**src/rtl/sd_dat_pkg.sv**
```systemverilog
// -----------------------------------------------------------------------------
// sd_dat_pkg
// Shared definitions for the SD DAT transfer sequencer:
//   - state_t      : 3-bit sequencer state encoding
//   - ERR_*        : error code values reported on err_code_o
//   - DEF_*        : default block-count width, per-block timeout, timer width
//   - fifo_ready() : direction-aware FIFO readiness test
// -----------------------------------------------------------------------------
package sd_dat_pkg;

  localparam int DEF_BLK_W          = 11;
  localparam int DEF_TIMEOUT_CYCLES = 4096;
  localparam int DEF_TMR_W          = 13;

  typedef enum logic [2:0] {
    ST_IDLE      = 3'd0,
    ST_WAIT_FIFO = 3'd1,
    ST_LAUNCH    = 3'd2,
    ST_XFER      = 3'd3,
    ST_DONE      = 3'd4,
    ST_ERR       = 3'd5
  } state_t;

  localparam logic [1:0] ERR_NONE    = 2'd0;
  localparam logic [1:0] ERR_TIMEOUT = 2'd1;
  localparam logic [1:0] ERR_CRC     = 2'd2;
  localparam logic [1:0] ERR_ABORT   = 2'd3;

  // A write drains the FIFO toward the card, so it needs data present.
  // A read fills the FIFO from the card, so it needs room available.
  function automatic logic fifo_ready(input logic dir_read,
                                      input logic fifo_full,
                                      input logic fifo_empty);
    return dir_read ? !fifo_full : !fifo_empty;
  endfunction

endpackage

```
**src/rtl/sd_dat_timeout_timer.sv**
```systemverilog
// -----------------------------------------------------------------------------
// sd_dat_timeout_timer
// Per-block watchdog. Counts cycles while enabled; expired_o is high once the
// count reaches TIMEOUT_CYCLES-1, and the count then holds there.
// TMR_W must satisfy 2**TMR_W > TIMEOUT_CYCLES.
// Ports:
//   clock      in  system clock, rising edge
//   reset      in  asynchronous active-low reset
//   clear_i    in  synchronous clear (wins over enable_i)
//   enable_i   in  count enable
//   expired_o  out count has reached TIMEOUT_CYCLES-1
// -----------------------------------------------------------------------------
module sd_dat_timeout_timer
  import sd_dat_pkg::*;
#(
  parameter int TIMEOUT_CYCLES = DEF_TIMEOUT_CYCLES,
  parameter int TMR_W          = DEF_TMR_W
) (
  input  logic clock,
  input  logic reset,
  input  logic clear_i,
  input  logic enable_i,
  output logic expired_o
);

  localparam logic [TMR_W-1:0] LAST_CNT = TMR_W'(TIMEOUT_CYCLES - 1);

  logic [TMR_W-1:0] r_count;

  assign expired_o = (r_count == LAST_CNT);

  // NOTE: sequential state is always written with <= so every flop samples
  // pre-edge values regardless of statement order.
  always_ff @(posedge clock or negedge reset) begin
    if (!reset) begin
      r_count <= '0;
    end else if (clear_i) begin
      r_count <= '0;
    end else if (enable_i && !expired_o) begin
      r_count <= r_count + TMR_W'(1);
    end
  end

endmodule

```
**src/rtl/sd_dat_sequencer.sv**
```systemverilog
// -----------------------------------------------------------------------------
// sd_dat_sequencer
// Sequences a multi-block SD data transfer through the DAT module: latches the
// request, waits for FIFO readiness before each block, pulses new_trans_o once
// per block, counts completed blocks and reports done / error status.
// Optional build macro: SD_DAT_AUTO_STOP_EN adds stop_req_o (CMD12 request).
// Ports:
//   clock, reset         system clock; asynchronous active-low reset
//   start_i              one-cycle request, ignored while busy
//   block_amount_i       block count (0 finishes immediately)
//   direction_i/mode_i   0 write / 1 read; 0 1-bit / 1 4-bit bus
//   abort_i              software abort, level
//   fifo_full_i/empty_i  FIFO status used to gate each block
//   dat_done_i           DAT finished current block; dat_crc_err_i qualifies it
//   new_trans_o          one-cycle block launch to DAT
//   dat_direction_o/dat_mode_o  latched transfer settings to DAT
//   busy_o, done_o       in progress; one-cycle completion pulse
//   error_o, err_code_o  sticky error flag and cause (ERR_* codes)
//   blocks_left_o        remaining blocks
//   stop_req_o           (SD_DAT_AUTO_STOP_EN only) one-cycle CMD12 request
// -----------------------------------------------------------------------------
module sd_dat_sequencer
  import sd_dat_pkg::*;
#(
  parameter int BLK_W          = DEF_BLK_W,
  parameter int TIMEOUT_CYCLES = DEF_TIMEOUT_CYCLES,
  parameter int TMR_W          = DEF_TMR_W
) (
  input  logic             clock,
  input  logic             reset,
  input  logic             start_i,
  input  logic [BLK_W-1:0] block_amount_i,
  input  logic             direction_i,
  input  logic             mode_i,
  input  logic             abort_i,
  input  logic             fifo_full_i,
  input  logic             fifo_empty_i,
  input  logic             dat_done_i,
  input  logic             dat_crc_err_i,
  output logic             new_trans_o,
  output logic             dat_direction_o,
  output logic             dat_mode_o,
  output logic             busy_o,
  output logic             done_o,
  output logic             error_o,
  output logic [1:0]       err_code_o,
  output logic [BLK_W-1:0] blocks_left_o
`ifdef SD_DAT_AUTO_STOP_EN
  ,
  output logic             stop_req_o
`endif
);

  state_t     r_state;
  logic [1:0] r_err_code;   // cause captured on entry to ST_ERR
  logic       w_expired;
  logic       w_fifo_ready;
  logic       w_abort;

`ifdef SD_DAT_AUTO_STOP_EN
  logic r_multi_block;      // latched block count was > 1
  logic r_launched;         // at least one block was launched
`endif

  assign w_fifo_ready = fifo_ready(dat_direction_o, fifo_full_i, fifo_empty_i);
  // ST_ERR is already heading to IDLE; re-entering it would only loop.
  assign w_abort      = abort_i && (r_state != ST_IDLE) && (r_state != ST_ERR);

  sd_dat_timeout_timer #(
    .TIMEOUT_CYCLES (TIMEOUT_CYCLES),
    .TMR_W          (TMR_W)
  ) u_timer (
    .clock     (clock),
    .reset     (reset),
    .clear_i   (r_state == ST_LAUNCH),
    .enable_i  (r_state == ST_XFER),
    .expired_o (w_expired)
  );

  always_ff @(posedge clock or negedge reset) begin
    if (!reset) begin
      r_state         <= ST_IDLE;
      r_err_code      <= ERR_NONE;
      new_trans_o     <= 1'b0;
      dat_direction_o <= 1'b0;
      dat_mode_o      <= 1'b0;
      busy_o          <= 1'b0;
      done_o          <= 1'b0;
      error_o         <= 1'b0;
      err_code_o      <= ERR_NONE;
      blocks_left_o   <= '0;
`ifdef SD_DAT_AUTO_STOP_EN
      r_multi_block   <= 1'b0;
      r_launched      <= 1'b0;
      stop_req_o      <= 1'b0;
`endif
    end else begin
      // Pulse outputs default low each cycle; branches below raise them.
      new_trans_o <= 1'b0;
      done_o      <= 1'b0;
`ifdef SD_DAT_AUTO_STOP_EN
      stop_req_o  <= 1'b0;
`endif

      if (w_abort) begin
        // Highest priority: blocks_left_o and all other status freeze.
        r_err_code <= ERR_ABORT;
        r_state    <= ST_ERR;
      end else begin
        case (r_state)
          ST_IDLE: begin
            if (start_i) begin
              dat_direction_o <= direction_i;
              dat_mode_o      <= mode_i;
              blocks_left_o   <= block_amount_i;
              error_o         <= 1'b0;
              err_code_o      <= ERR_NONE;
              busy_o          <= 1'b1;
`ifdef SD_DAT_AUTO_STOP_EN
              r_multi_block   <= (block_amount_i > BLK_W'(1));
              r_launched      <= 1'b0;
`endif
              r_state <= (block_amount_i == '0) ? ST_DONE : ST_WAIT_FIFO;
            end
          end

          ST_WAIT_FIFO: begin
            if (w_fifo_ready) begin
              new_trans_o <= 1'b1;
`ifdef SD_DAT_AUTO_STOP_EN
              r_launched  <= 1'b1;
`endif
              r_state     <= ST_LAUNCH;
            end
          end

          ST_LAUNCH: begin
            r_state <= ST_XFER;
          end

          ST_XFER: begin
            if (dat_done_i && dat_crc_err_i) begin
              r_err_code <= ERR_CRC;
              r_state    <= ST_ERR;
            end else if (dat_done_i) begin
              if (blocks_left_o != '0) begin
                blocks_left_o <= blocks_left_o - BLK_W'(1);
              end
              r_state <= (blocks_left_o <= BLK_W'(1)) ? ST_DONE : ST_WAIT_FIFO;
            end else if (w_expired) begin
              r_err_code <= ERR_TIMEOUT;
              r_state    <= ST_ERR;
            end
          end

          ST_DONE: begin
            done_o     <= 1'b1;
            busy_o     <= 1'b0;
`ifdef SD_DAT_AUTO_STOP_EN
            stop_req_o <= r_multi_block;
`endif
            r_state    <= ST_IDLE;
          end

          ST_ERR: begin
            error_o    <= 1'b1;
            err_code_o <= r_err_code;
            busy_o     <= 1'b0;
`ifdef SD_DAT_AUTO_STOP_EN
            stop_req_o <= (r_err_code == ERR_ABORT) && r_launched;
`endif
            r_state    <= ST_IDLE;
          end

          default: begin
            busy_o  <= 1'b0;
            r_state <= ST_IDLE;
          end
        endcase
      end
    end
  end

endmodule

```
**config.mk**
```make
export PLATFORM = sky130hd
export DESIGN_NAME = sd_dat_sequencer
export DESIGN_NICKNAME = d
export VERILOG_FILES = /design/src/rtl/sd_dat_pkg.sv /design/src/rtl/sd_dat_timeout_timer.sv /design/src/rtl/sd_dat_sequencer.sv
export SDC_FILE = /design/constraint.sdc
export NUM_CORES = 1
export LEC_CHECK = 0
export CAP_MARGIN = 40
export CORE_MARGIN = 5
export CORE_UTILIZATION = 56
export CTS_CLUSTER_SIZE = 16
export DETAILED_ROUTE_END_ITERATION = 10
export PLACE_DENSITY = 0.94
export SLEW_MARGIN = 30
export SYNTH_ARGS = -nofsm -noshare
export SYNTH_HDL_FRONTEND = slang
export SYNTH_SLANG_ARGS = --single-unit
```
**constraint.sdc**
```tcl
create_clock -name clock -period 3.2 [get_ports clock]
set_clock_uncertainty 0.05 [all_clocks]
set_input_delay 0.48 -clock clock [delete_from_list [all_inputs] [get_ports clock]]
set_output_delay 0.48 -clock clock [all_outputs]
set_load 0.01 [all_outputs]
```
Yosys cells after proc, flatten, opt, wreduce, memory -nomap -nowiden
Index checks and enable logic that the tools add are counted.
{"block": "word_totals", "regBits": 37, "output_inout_bits": 19, "word_cells": 87}
{"block": "op_classes", "n_addsub": 2, "n_eq_ne": 15, "n_reduce_logical": 23, "bitwise_logic": 2, "mux": 33, "order_cmp": 1}
{"op": "11-bit 2-to-1 mux", "n": 4}
{"op": "13-bit 2-to-1 mux", "n": 2}
{"op": "3-bit 2-to-1 mux", "n": 8}
{"op": "11-bit one-hot mux with 2 select lines", "n": 1}
{"op": "3-bit AND reduction", "n": 5}
{"op": "13-bit by 1-bit adder with 13-bit output (second input constant)", "n": 1}
{"op": "13-bit by 12-bit == test with 1-bit output (second input constant)", "n": 1}
{"op": "2-bit 2-to-1 mux", "n": 6}
{"op": "3-bit one-hot mux with 4 select lines", "n": 1}
{"op": "11-bit by 1-bit less-or-equal comparator with 1-bit output (second input constant)", "n": 1}
{"op": "11-bit zero test", "n": 1}
{"op": "11-bit nonzero test", "n": 1}
{"op": "11-bit by 1-bit subtractor with 11-bit output (second input constant)", "n": 1}
{"op": "3-bit != test (second input constant)", "n": 3}
{"op": "1-bit 2-to-1 mux", "n": 8}
{"op": "2-bit != test (second input constant)", "n": 4}
{"op": "2-bit nonzero test", "n": 4}
{"op": "3-bit by 2-bit == test with 1-bit output (second input constant)", "n": 2}
{"op": "3-bit == test (second input constant)", "n": 2}
{"op": "6-bit AND reduction", "n": 1}
{"op": "3-bit nonzero test", "n": 2}
{"op": "5-bit != test (second input constant)", "n": 1}
{"op": "1-bit logical AND", "n": 4}
{"op": "1-bit one-hot mux with 2 select lines", "n": 2}
{"op": "7 further kinds", "n": 10}

Depth between registers and ports, before layout
Gate-level depths: netlist of the first run.
{"block": "logic_depth", "word_depth": 6, "mapped_depth": 8, "ltp_nobuf": 7}

By module
A second synthesis of the first run with hierarchy kept.
{"block": "unflattened", "hier_cells": 241, "area_unflattened_um2": 2274.7}
{"module": "sd_dat_sequencer", "area_each_um2": 1524.0, "cells_per_inst": 169, "seq_area_each_um2": 600.6, "instances": 1}
{"module": "sd_dat_timeout_timer", "area_each_um2": 750.7, "cells_per_inst": 72, "seq_area_each_um2": 325.3, "instances": 1}

Worst setup path before layout of the first run
OpenSTA, ideal clock, no wires.
{"block": "synth_path", "path_kind": "register to register", "startpoint": "register u_timer.r_count[0]", "endpoint": "register r_state[0]", "path_buffers": 0, "arrival_time_ns": 1.667, "synth_period_minus_slack_ns": 1.843, "stages_incl_launch_ff": 7, "path_slack_ns": 1.357, "setup_time_ns": 0.126, "cell_sequence": "dfrtp_1 > ha_1 > nand3_1 > nor4_4 > or4_1 > o31ai_1 > o32a_1"}
{"block": "synth_between", "elab_chain_len": 3}
{"item": "start, declared", "line": "sd_dat_timeout_timer.sv:28", "text": "logic [TMR_W-1:0] r_count;"}
{"item": "start signal, assigned", "line": "sd_dat_timeout_timer.sv:40", "text": "r_count <= r_count + TMR_W'(1);"}
{"item": "13-bit by 12-bit == test with 1-bit output", "line": "sd_dat_timeout_timer.sv:30", "text": "assign expired_o = (r_count == LAST_CNT);"}
{"item": "5-bit != test (no line)"}
{"item": "3-bit AND reduction (no line)"}
{"item": "end signal, assigned", "line": "sd_dat_sequencer.sv:123", "text": "r_state <= (block_amount_i == '0) ? ST_DONE : ST_WAIT_FIFO;"}
{"item": "end signal, assigned", "line": "sd_dat_sequencer.sv:149", "text": "r_state <= (blocks_left_o <= BLK_W'(1)) ? ST_DONE : ST_WAIT_FIFO;"}
{"item": "end, declared", "line": "sd_dat_sequencer.sv:54", "text": "state_t r_state;"}
Every way passes these cells.
A chain may end at the register's enable or synchronous reset.

Worst setup path after layout of the first run
{"block": "layout_path", "startpoint": "input port start_i", "endpoint": "register blocks_left_o[3]"}
{"block": "layout_between", "elab_chain_len": 2}
{"item": "start, declared", "line": "sd_dat_sequencer.sv:31", "text": "input logic start_i,"}
{"item": "2-bit != test (no line)"}
{"item": "6-bit AND reduction (no line)"}
{"item": "end signal, assigned", "line": "sd_dat_sequencer.sv:115", "text": "blocks_left_o <= block_amount_i;"}
{"item": "end signal, assigned", "line": "sd_dat_sequencer.sv:147", "text": "blocks_left_o <= blocks_left_o - BLK_W'(1);"}
{"item": "end, declared", "line": "sd_dat_sequencer.sv:47", "text": "output logic [BLK_W-1:0] blocks_left_o"}
Every way passes these cells.

==> out/results.md, run 1 <==
- finished, final reports clean — status
- 0 — total setup violations reported at the end of the flow
- 184 — DR iter-0 viols
- sky130_fd_sc_hd__dfrtp_1 — cell type contributing the most total cell area after synthesis
- 2500 ps — clock period minus worst slack
- 40 — count of pins on the block boundary
- sky130_fd_sc_hd__o21ai_0 — critical path's most frequent cell
- 2 — combined buffer and inverter count along the critical path
- 2,082 — total number of vias
- 0.780 — part of the cycle the worst path needs
- 0 — Resized cells post-CTS
- sky130_fd_sc_hd__clkdlybuf4s50_1 — most common cell after layout, fill and taps aside
- in2reg — Critical Setup Path Class
- 6.23 — per-cell via count in the routed design
- 0 — number of hold buffers added after cts
- 0 — max-cap check violation count
- 310 — final net count
- sky130_fd_sc_hd__dfrtp_1 — commonest register cell after synthesis
- 0.423 — share of Yosys cell area claimed by the top area cell type
- 671 ps — Worst Max-Slew Pin Slew
- 6 — r2r worst-path depth
- 3720 um2 — Core Footprint
- 37 — count of clock tree sinks
- 550 ps — critical path's largest stage delay
- 1.08 nW — static power due to leakage
- 0.386 mV — maximum resistive drop on vdd
- 39 — port buffer count
- 0 — number of buffers added for setup after CTS
- 408 ps — Post-Place Worst Slack
- dat_mode_o — endpoint with the worst hold slack
- 12 — CP Max Fanout
- 300 ps — clock latency at the later pin of the worst-skew pair
- 0.590 — initial core utilization
- 0 — number of warnings issued by yosys
- 0 — GRT overflow
- sky130_fd_sc_hd__clkdlybuf4s50_1 — Slowest cell on crit path
- start_i — start point of the critical path
- 796 nW/um2 — PD cells
- 273 — syn nets
- 3.74 mm — placed wire-length estimate after detailed placement
- 5 — TritonCTS buffer count
- dat_mode_o — Worst Min Path Start
- 2730 um2 — area of all placed cells without fillers
- 770 ps — Worst R2R Setup Slack
- 15.8 um — average wire length per cell after detail routing
- clkdlybuf4s50_1, or3b_1, a21oi_1, nand4_1, buf_4, o21ai_0, o21ai_0 — critical path cell sequence
- 2 — buffer levels on the longest clock path
- 284 — count of filler cells inserted in the layout
- 37 — post-synthesis sequential element count
- 2 — deepest level of the CTS H-tree
- 0.423 — share of the yosys chip area belonging to registers
- 1 — worst hold path depth
- 72.5 um — Die X-Extent
- 0 — number of diodes added for antenna fixing
- 8.80 mm — wire length of the first global-routing pass
- done — TritonCTS clock tree
- 22 — count of standard-cell rows
- 0 ps — Final TNS setup
- 0 — final slew viol count
- buffers and inverters — category of cells accounting for the largest share of critical-path delay
- 0 — initial antenna violation count
- 0 — antenna-violating nets left
- 926 um2 — FF+latch area
- 72.5 um — Chip Height
- primary input — nature of the critical path startpoint
- 0 — number of hold violations in the final report
- 3310 ps — required arrival time at the worst endpoint
- 24.7% — signed area change from the synthesized netlist to the final layout
- 1.00 — ys async rst share
- sky130_fd_sc_hd__clkbuf_8 — buffer type at the clock tree root
- sky130_fd_sc_hd__dfrtp_1, sky130_fd_sc_hd__nor2_1, sky130_fd_sc_hd__o21ai_0 — top area cells in the synthesized netlist
- 0.551 — Relative slew margins
- 0 — DRC
- 464 ps — worst hold-check slack
- 5260 um2 — area of the die
- 5.29 mm — total detailed-routing wirelength
- false — unrepaired setup endpoints after global routing
- 0.211 — overall global routing resource usage
- 0.0734 — proportion of layout cells with a drive suffix above 1
- 1180 um2 — area of combinational cells with multiple inputs
- r_state[0] — startpoint of the worst-slack reg-to-reg timing path
- 2610 ps — data arrival time of the critical path
- 8.83 um2 — Avg Inst Size Synth
- 400 MHz — Peak Freq
- 38 — maximum number of pins on one net before global-route repair
- 2190 um2 — netlist area before placement
- 70 ps — Clock Pin Slew Worst Setup and Hold Paths
- sky130_fd_sc_hd__clkdlybuf4s50_1, sky130_fd_sc_hd__dfrtp_1, sky130_fd_sc_hd__nor2_1 — commonest cells after routing, fill and taps aside
- reg2reg — hold crit path type
- 703 ps — Final WS setup
- 1,957 — vias in the first global route
- 248 — number of standard cells after synthesis
- blocks_left_o[3] — destination of the worst register-to-register timing path
- register — kind of end point of the critical path
- 0 — number of enable-type register cells in the synthesized netlist
- 0.883 — routability congestion estimate
- 5 — First-pass DRT Iterations
- 2610 um2 — instance area after placement
- 47 — post-synthesis cell type count
synth_stat cells, types with 2 or more instances:
| library cell | count |
|---|---|
| sky130_fd_sc_hd__o22ai_1 | 4 |
| sky130_fd_sc_hd__o31ai_1 | 3 |
| sky130_fd_sc_hd__xnor2_1 | 8 |
| sky130_fd_sc_hd__a21oi_1 | 19 |
| sky130_fd_sc_hd__or2_2 | 2 |
| sky130_fd_sc_hd__a21boi_0 | 2 |
| sky130_fd_sc_hd__nand4_1 | 4 |
| sky130_fd_sc_hd__nor4_1 | 11 |
| sky130_fd_sc_hd__mux2_2 | 3 |
| sky130_fd_sc_hd__nand3_1 | 9 |
| sky130_fd_sc_hd__a31oi_1 | 2 |
| sky130_fd_sc_hd__o22a_1 | 3 |
| sky130_fd_sc_hd__nor3_1 | 10 |
| sky130_fd_sc_hd__inv_1 | 4 |
| sky130_fd_sc_hd__mux2i_1 | 3 |
| sky130_fd_sc_hd__o21ai_0 | 21 |
| sky130_fd_sc_hd__ha_1 | 4 |
| sky130_fd_sc_hd__o21a_1 | 2 |
| sky130_fd_sc_hd__nor2b_1 | 5 |
| sky130_fd_sc_hd__nand2b_1 | 4 |
| sky130_fd_sc_hd__nor2_1 | 32 |
| sky130_fd_sc_hd__nand3b_1 | 2 |
| sky130_fd_sc_hd__clkbuf_1 | 7 |
| sky130_fd_sc_hd__a211oi_1 | 2 |
| sky130_fd_sc_hd__nand2_1 | 12 |
| sky130_fd_sc_hd__or3_1 | 2 |
| sky130_fd_sc_hd__a22oi_1 | 3 |
| sky130_fd_sc_hd__buf_2 | 5 |
| sky130_fd_sc_hd__nor4b_1 | 3 |
| sky130_fd_sc_hd__dfrtp_1 | 37 |
| sky130_fd_sc_hd__o31a_1 | 4 |
metal layers:
layer,vias up,track usage,part of all wire
li1,986,-,-
met1,996,0.263,0.42
met2,88,0.352,0.49
met3,12,0.0540,0.082
met4,0,0.0738,0.014
met5,-,0,0
state kept, by name, indices dropped and copies added (netlist names):
name,flops
blocks_left_o,11
dat_mode_o,1
r_err_code,2
err_code_o,2
done_o,1
new_trans_o,1
error_o,1
dat_direction_o,1
busy_o,1
r_state,3
u_timer.r_count,13
per-stage QoR:
stage	std cells	util	total power [mW]
floorplan	248	-	1.36
global placement	326	0.703	1.70
detailed placement	326	0.703	1.74
CTS	334	0.735	2.17
global route	334	0.735	2.33
finish	334	0.735	2.18
logic make-up (layout without fill, tap and decap cells):
logic type,Yosys count,after routing,synth area share
and+or+nand+nor,105,105,0.259
AOI/OAI and AO/OA,69,69,0.194
DFF,37,37,0.423
buffers and inverters,18,56,0.0371
xor gates and xnor gates,9,9,0.0360
muxes,6,6,0.0291
adders and majority gates,4,4,0.0228
cell type report:
| class | count | area share |
|---|---|---|
| multi-input cells | 193 | 0.433 |
| flip-flops and latches | 37 | 0.339 |
| repair buffers | 44 | 0.157 |
| clock buffers | 6 | 0.0302 |
| well taps | 48 | 0.0220 |
| clock inverters | 2 | 0.0137 |
| inverters | 4 | 0.00549 |
worst max path at each step:
stage	end	slack, ps	cells past startpoint
finish	blocks_left_o[3]	700	7
global route	blocks_left_o[3]	500	7
CTS	blocks_left_o[3]	730	7
detailed placement	blocks_left_o[3]	410	7
global placement	blocks_left_o[6]	540	7
floorplan	r_state[0]	1360	6
where the power goes:
group | total (mW) | switching, mW | internal [mW]
sequential | 0.834 | 0.221 | 0.612
combinational | 0.916 | 0.454 | 0.462
clock | 0.426 | 0.173 | 0.253
(Power assumes the default switching activity.)
==> run 2, diff against run 1 <==
Settings changed: CORE_UTILIZATION 56 to 52, PLACE_DENSITY 0.94 to 0.88.
Clock period 3.2 ns to 2.4 ns, I/O delays scaled along.
==> run 2 against run 1 <==
Effect of this change: clock power barely moved; via count rose by 0.96%; total power rose by 30%; clock-buffer cell count did not move; critical path type unchanged; flip-flop and latch count did not move.
==> out/results.md, run 2 (synthesis results as in run 1) <==
- finished, final reports clean — status
- 1.69 mW — internal power of the cells, +27%
- 5.59 mm — total detailed-routing wirelength, +5.7%
- 0 ps — Final TNS setup, unchanged
- 88.8 ps — Post-Place Worst Slack, -319 ps
- 23 — count of standard-cell rows, +4.5%
- 0.367 — Sequential Power Share, -0.016
- 0 — Resized cells post-CTS, unchanged
- clkdlybuf4s50_1, or3b_1, a21oi_1, nand4_1, buf_4, a211oi_1, a21oi_1 — critical path cell sequence
- 16.2 um — average wire length per cell after detail routing, +2.0%
- 74.9 um — Die X-Extent, +3.3%
- 5 — TritonCTS buffer count, unchanged
- u_timer.r_count — register containing the most flip-flops in the final layout
- 0 — final slew viol count, unchanged
- 0 — antenna-violating nets left, unchanged
- 2 — deepest level of the CTS H-tree, unchanged
- 0.482 — portion of total power attributed to combinational logic, +0.061
- 2,102 — total number of vias, +0.96%
- met2 — global routing's busiest layer
- 193 — DR iter-0 viols, +4.9%
- 320 — final net count, +3.2%
- 1180 um2 — area of combinational cells with multiple inputs, unchanged
- 40 — count of pins on the block boundary, unchanged
- 523 ps — Worst Max-Slew Pin Slew, -148 ps
- 1020 nW/um2 — PD cells, +29%
- 0.101 — proportion of layout cells with a drive suffix above 1, +0.0279
- 6.08 — per-cell via count in the routed design, -2.5%
- 0.343 — met2 usage in global routing, -0.00838
- buffers and inverters — category of cells accounting for the largest share of critical-path delay
- 9.25 mm — wire length of the first global-routing pass, +5.1%
- 37 — count of clock tree sinks, unchanged
- 0.847 — part of the cycle the worst path needs
- 0 — total setup violations reported at the end of the flow, unchanged
- sky130_fd_sc_hd__clkdlybuf4s50_1 — Slowest cell on crit path
- 0.214 — overall global routing resource usage, +0.00379
- 0 — number of diodes added for antenna fixing, unchanged
- 80 ps — Clock Pin Slew Worst Setup and Hold Paths, about the same
- in2async — hold crit path type
- 38 — maximum number of pins on one net before global-route repair, unchanged
- 0.648 — Relative slew margins, +0.0970
- u_timer.r_count (13), blocks_left_o (11), r_state (3) — Regs by FF count
- 0 — max-cap check violation count, unchanged
- primary input — nature of the critical path startpoint
- 4 — First-pass DRT Iterations, -1
- 0 — number of hold buffers added after cts, unchanged
- 0 — number of buffers added for setup after CTS, unchanged
- 480 ps — critical path's largest stage delay, -70 ps
- 1.12 nW — static power due to leakage, +3.4%
- sky130_fd_sc_hd__clkdlybuf4s50_1, sky130_fd_sc_hd__dfrtp_1, sky130_fd_sc_hd__nor2_1 — commonest cells after routing, fill and taps aside
- 2 — buffer levels on the longest clock path, unchanged
- 492 MHz — Peak Freq
- 2160 ps — data arrival time of the critical path, -450 ps
- sky130_fd_sc_hd__clkdlybuf4s50_1 — most common cell after layout, fill and taps aside
- 13 — max FFs per register, unchanged
- 0 — GRT overflow, unchanged
- 4.01 mm — placed wire-length estimate after detailed placement, +7.3%
- 5610 um2 — area of the die, +6.6%
- 4030 um2 — Core Footprint, +8.4%
- 0.0547 — met3 demand-to-capacity share in global routing, +0.000723
- 0.426 mV — maximum resistive drop on vdd, +11%
- 26.6% — signed area change from the synthesized netlist to the final layout
- 443 ps — worst hold-check slack, -21.1 ps
- 2530 ps — required arrival time at the worst endpoint, -780 ps
- 310 — count of filler cells inserted in the layout, +9.2%
- 0.544 — initial core utilization, -0.0458
- 926 um2 — FF+latch area, unchanged
- 0.269 — met1 track demand over resource, +0.00606
- 0 — DRC, unchanged
- sky130_fd_sc_hd__clkbuf_8 — buffer type at the clock tree root
- 39 — port buffer count, unchanged
- 2 — combined buffer and inverter count along the critical path, unchanged
- 2030 ps — clock period minus worst slack
- 0 — number of hold violations in the final report, unchanged
- 1.15 mW — switching power total, +35%
- 290 ps — clock latency at the later pin of the worst-skew pair, about the same
- sky130_fd_sc_hd__a21oi_1 — critical path's most frequent cell
- 0.905 — routability congestion estimate, +2.4%
- 367 ps — Final WS setup, -336 ps
- in2reg — Critical Setup Path Class
- 0.405 — Switching Fraction, +0.0147
- register — kind of end point of the critical path
- false — unrepaired setup endpoints after global routing
- 14 — CP Max Fanout, +2
- done — TritonCTS clock tree
- 74.9 um — Chip Height, +3.3%
- 2,056 — vias in the first global route, +5.1%
- 0.150 — Clock power frac, -0.046
- 0 — initial antenna violation count, unchanged
## run 2: changes by cell type in the layout (fill, tap and decap cells not counted)
cell / delta
sky130_fd_sc_hd__clkbuf_8: -1
sky130_fd_sc_hd__bufinv_16: -1
sky130_fd_sc_hd__clkinv_2: +2
sky130_fd_sc_hd__clkbuf_1: +1
sky130_fd_sc_hd__buf_4: +10
sky130_fd_sc_hd__clkinvlp_4: -1
## run 2: area by class of cell
| class | instances | share of cell area |
|---|---|---|
| inverter | 4 | 0.00542 |
| multi-input combinational | 193 | 0.427 |
| tap | 50 | 0.0226 |
| clock inverter | 2 | 0.00361 |
| sequential | 37 | 0.334 |
| timing repair buffer | 54 | 0.181 |
| clock buffer | 6 | 0.0262 |
## run 2: power by group through the flow
stage	Sequential [mW]	Clock [mW]	Combinational, mW
after floorplan	1.05	0	0.769
after global placement	1.04	0	1.31
after detailed placement	1.04	0	1.36
after CTS	1.03	0.435	1.37
after global routing	1.07	0.463	1.51
final	1.04	0.426	1.37
## run 2: layer usage
metal / wire [um] / up-vias
met5: 0 / -
met4: 127 / 0
met3: 243 / 13
met2: 2780 / 54
met1: 2440 / 1026
li1: - / 1009
## run 2: final timing paths
check                                       from                  to  slack [ps]  depth (start not counted)
worst min register to register            busy_o              busy_o         480                          1
max in group asynchronous                  reset  u_timer.r_count[5]        1520                          2
worst max-delay path                     start_i    blocks_left_o[1]         370                          7
min in group clock                        busy_o              busy_o         480                          1
worst min-delay path                       reset       err_code_o[0]         440                          2
worst max register to register  blocks_left_o[0]    blocks_left_o[9]         440                          8
## run 2: metrics by stage
step / cells / total power [mW] / utilization / area, um2
after floorplan: 248 / 1.82 / - / 2190
after global placement: 338 / 2.35 / 0.668 / 2690
after detailed placement: 338 / 2.40 / 0.668 / 2690
after CTS: 346 / 2.84 / 0.688 / 2770
after global routing: 346 / 3.05 / 0.688 / 2770
final: 346 / 2.84 / 0.688 / 2770
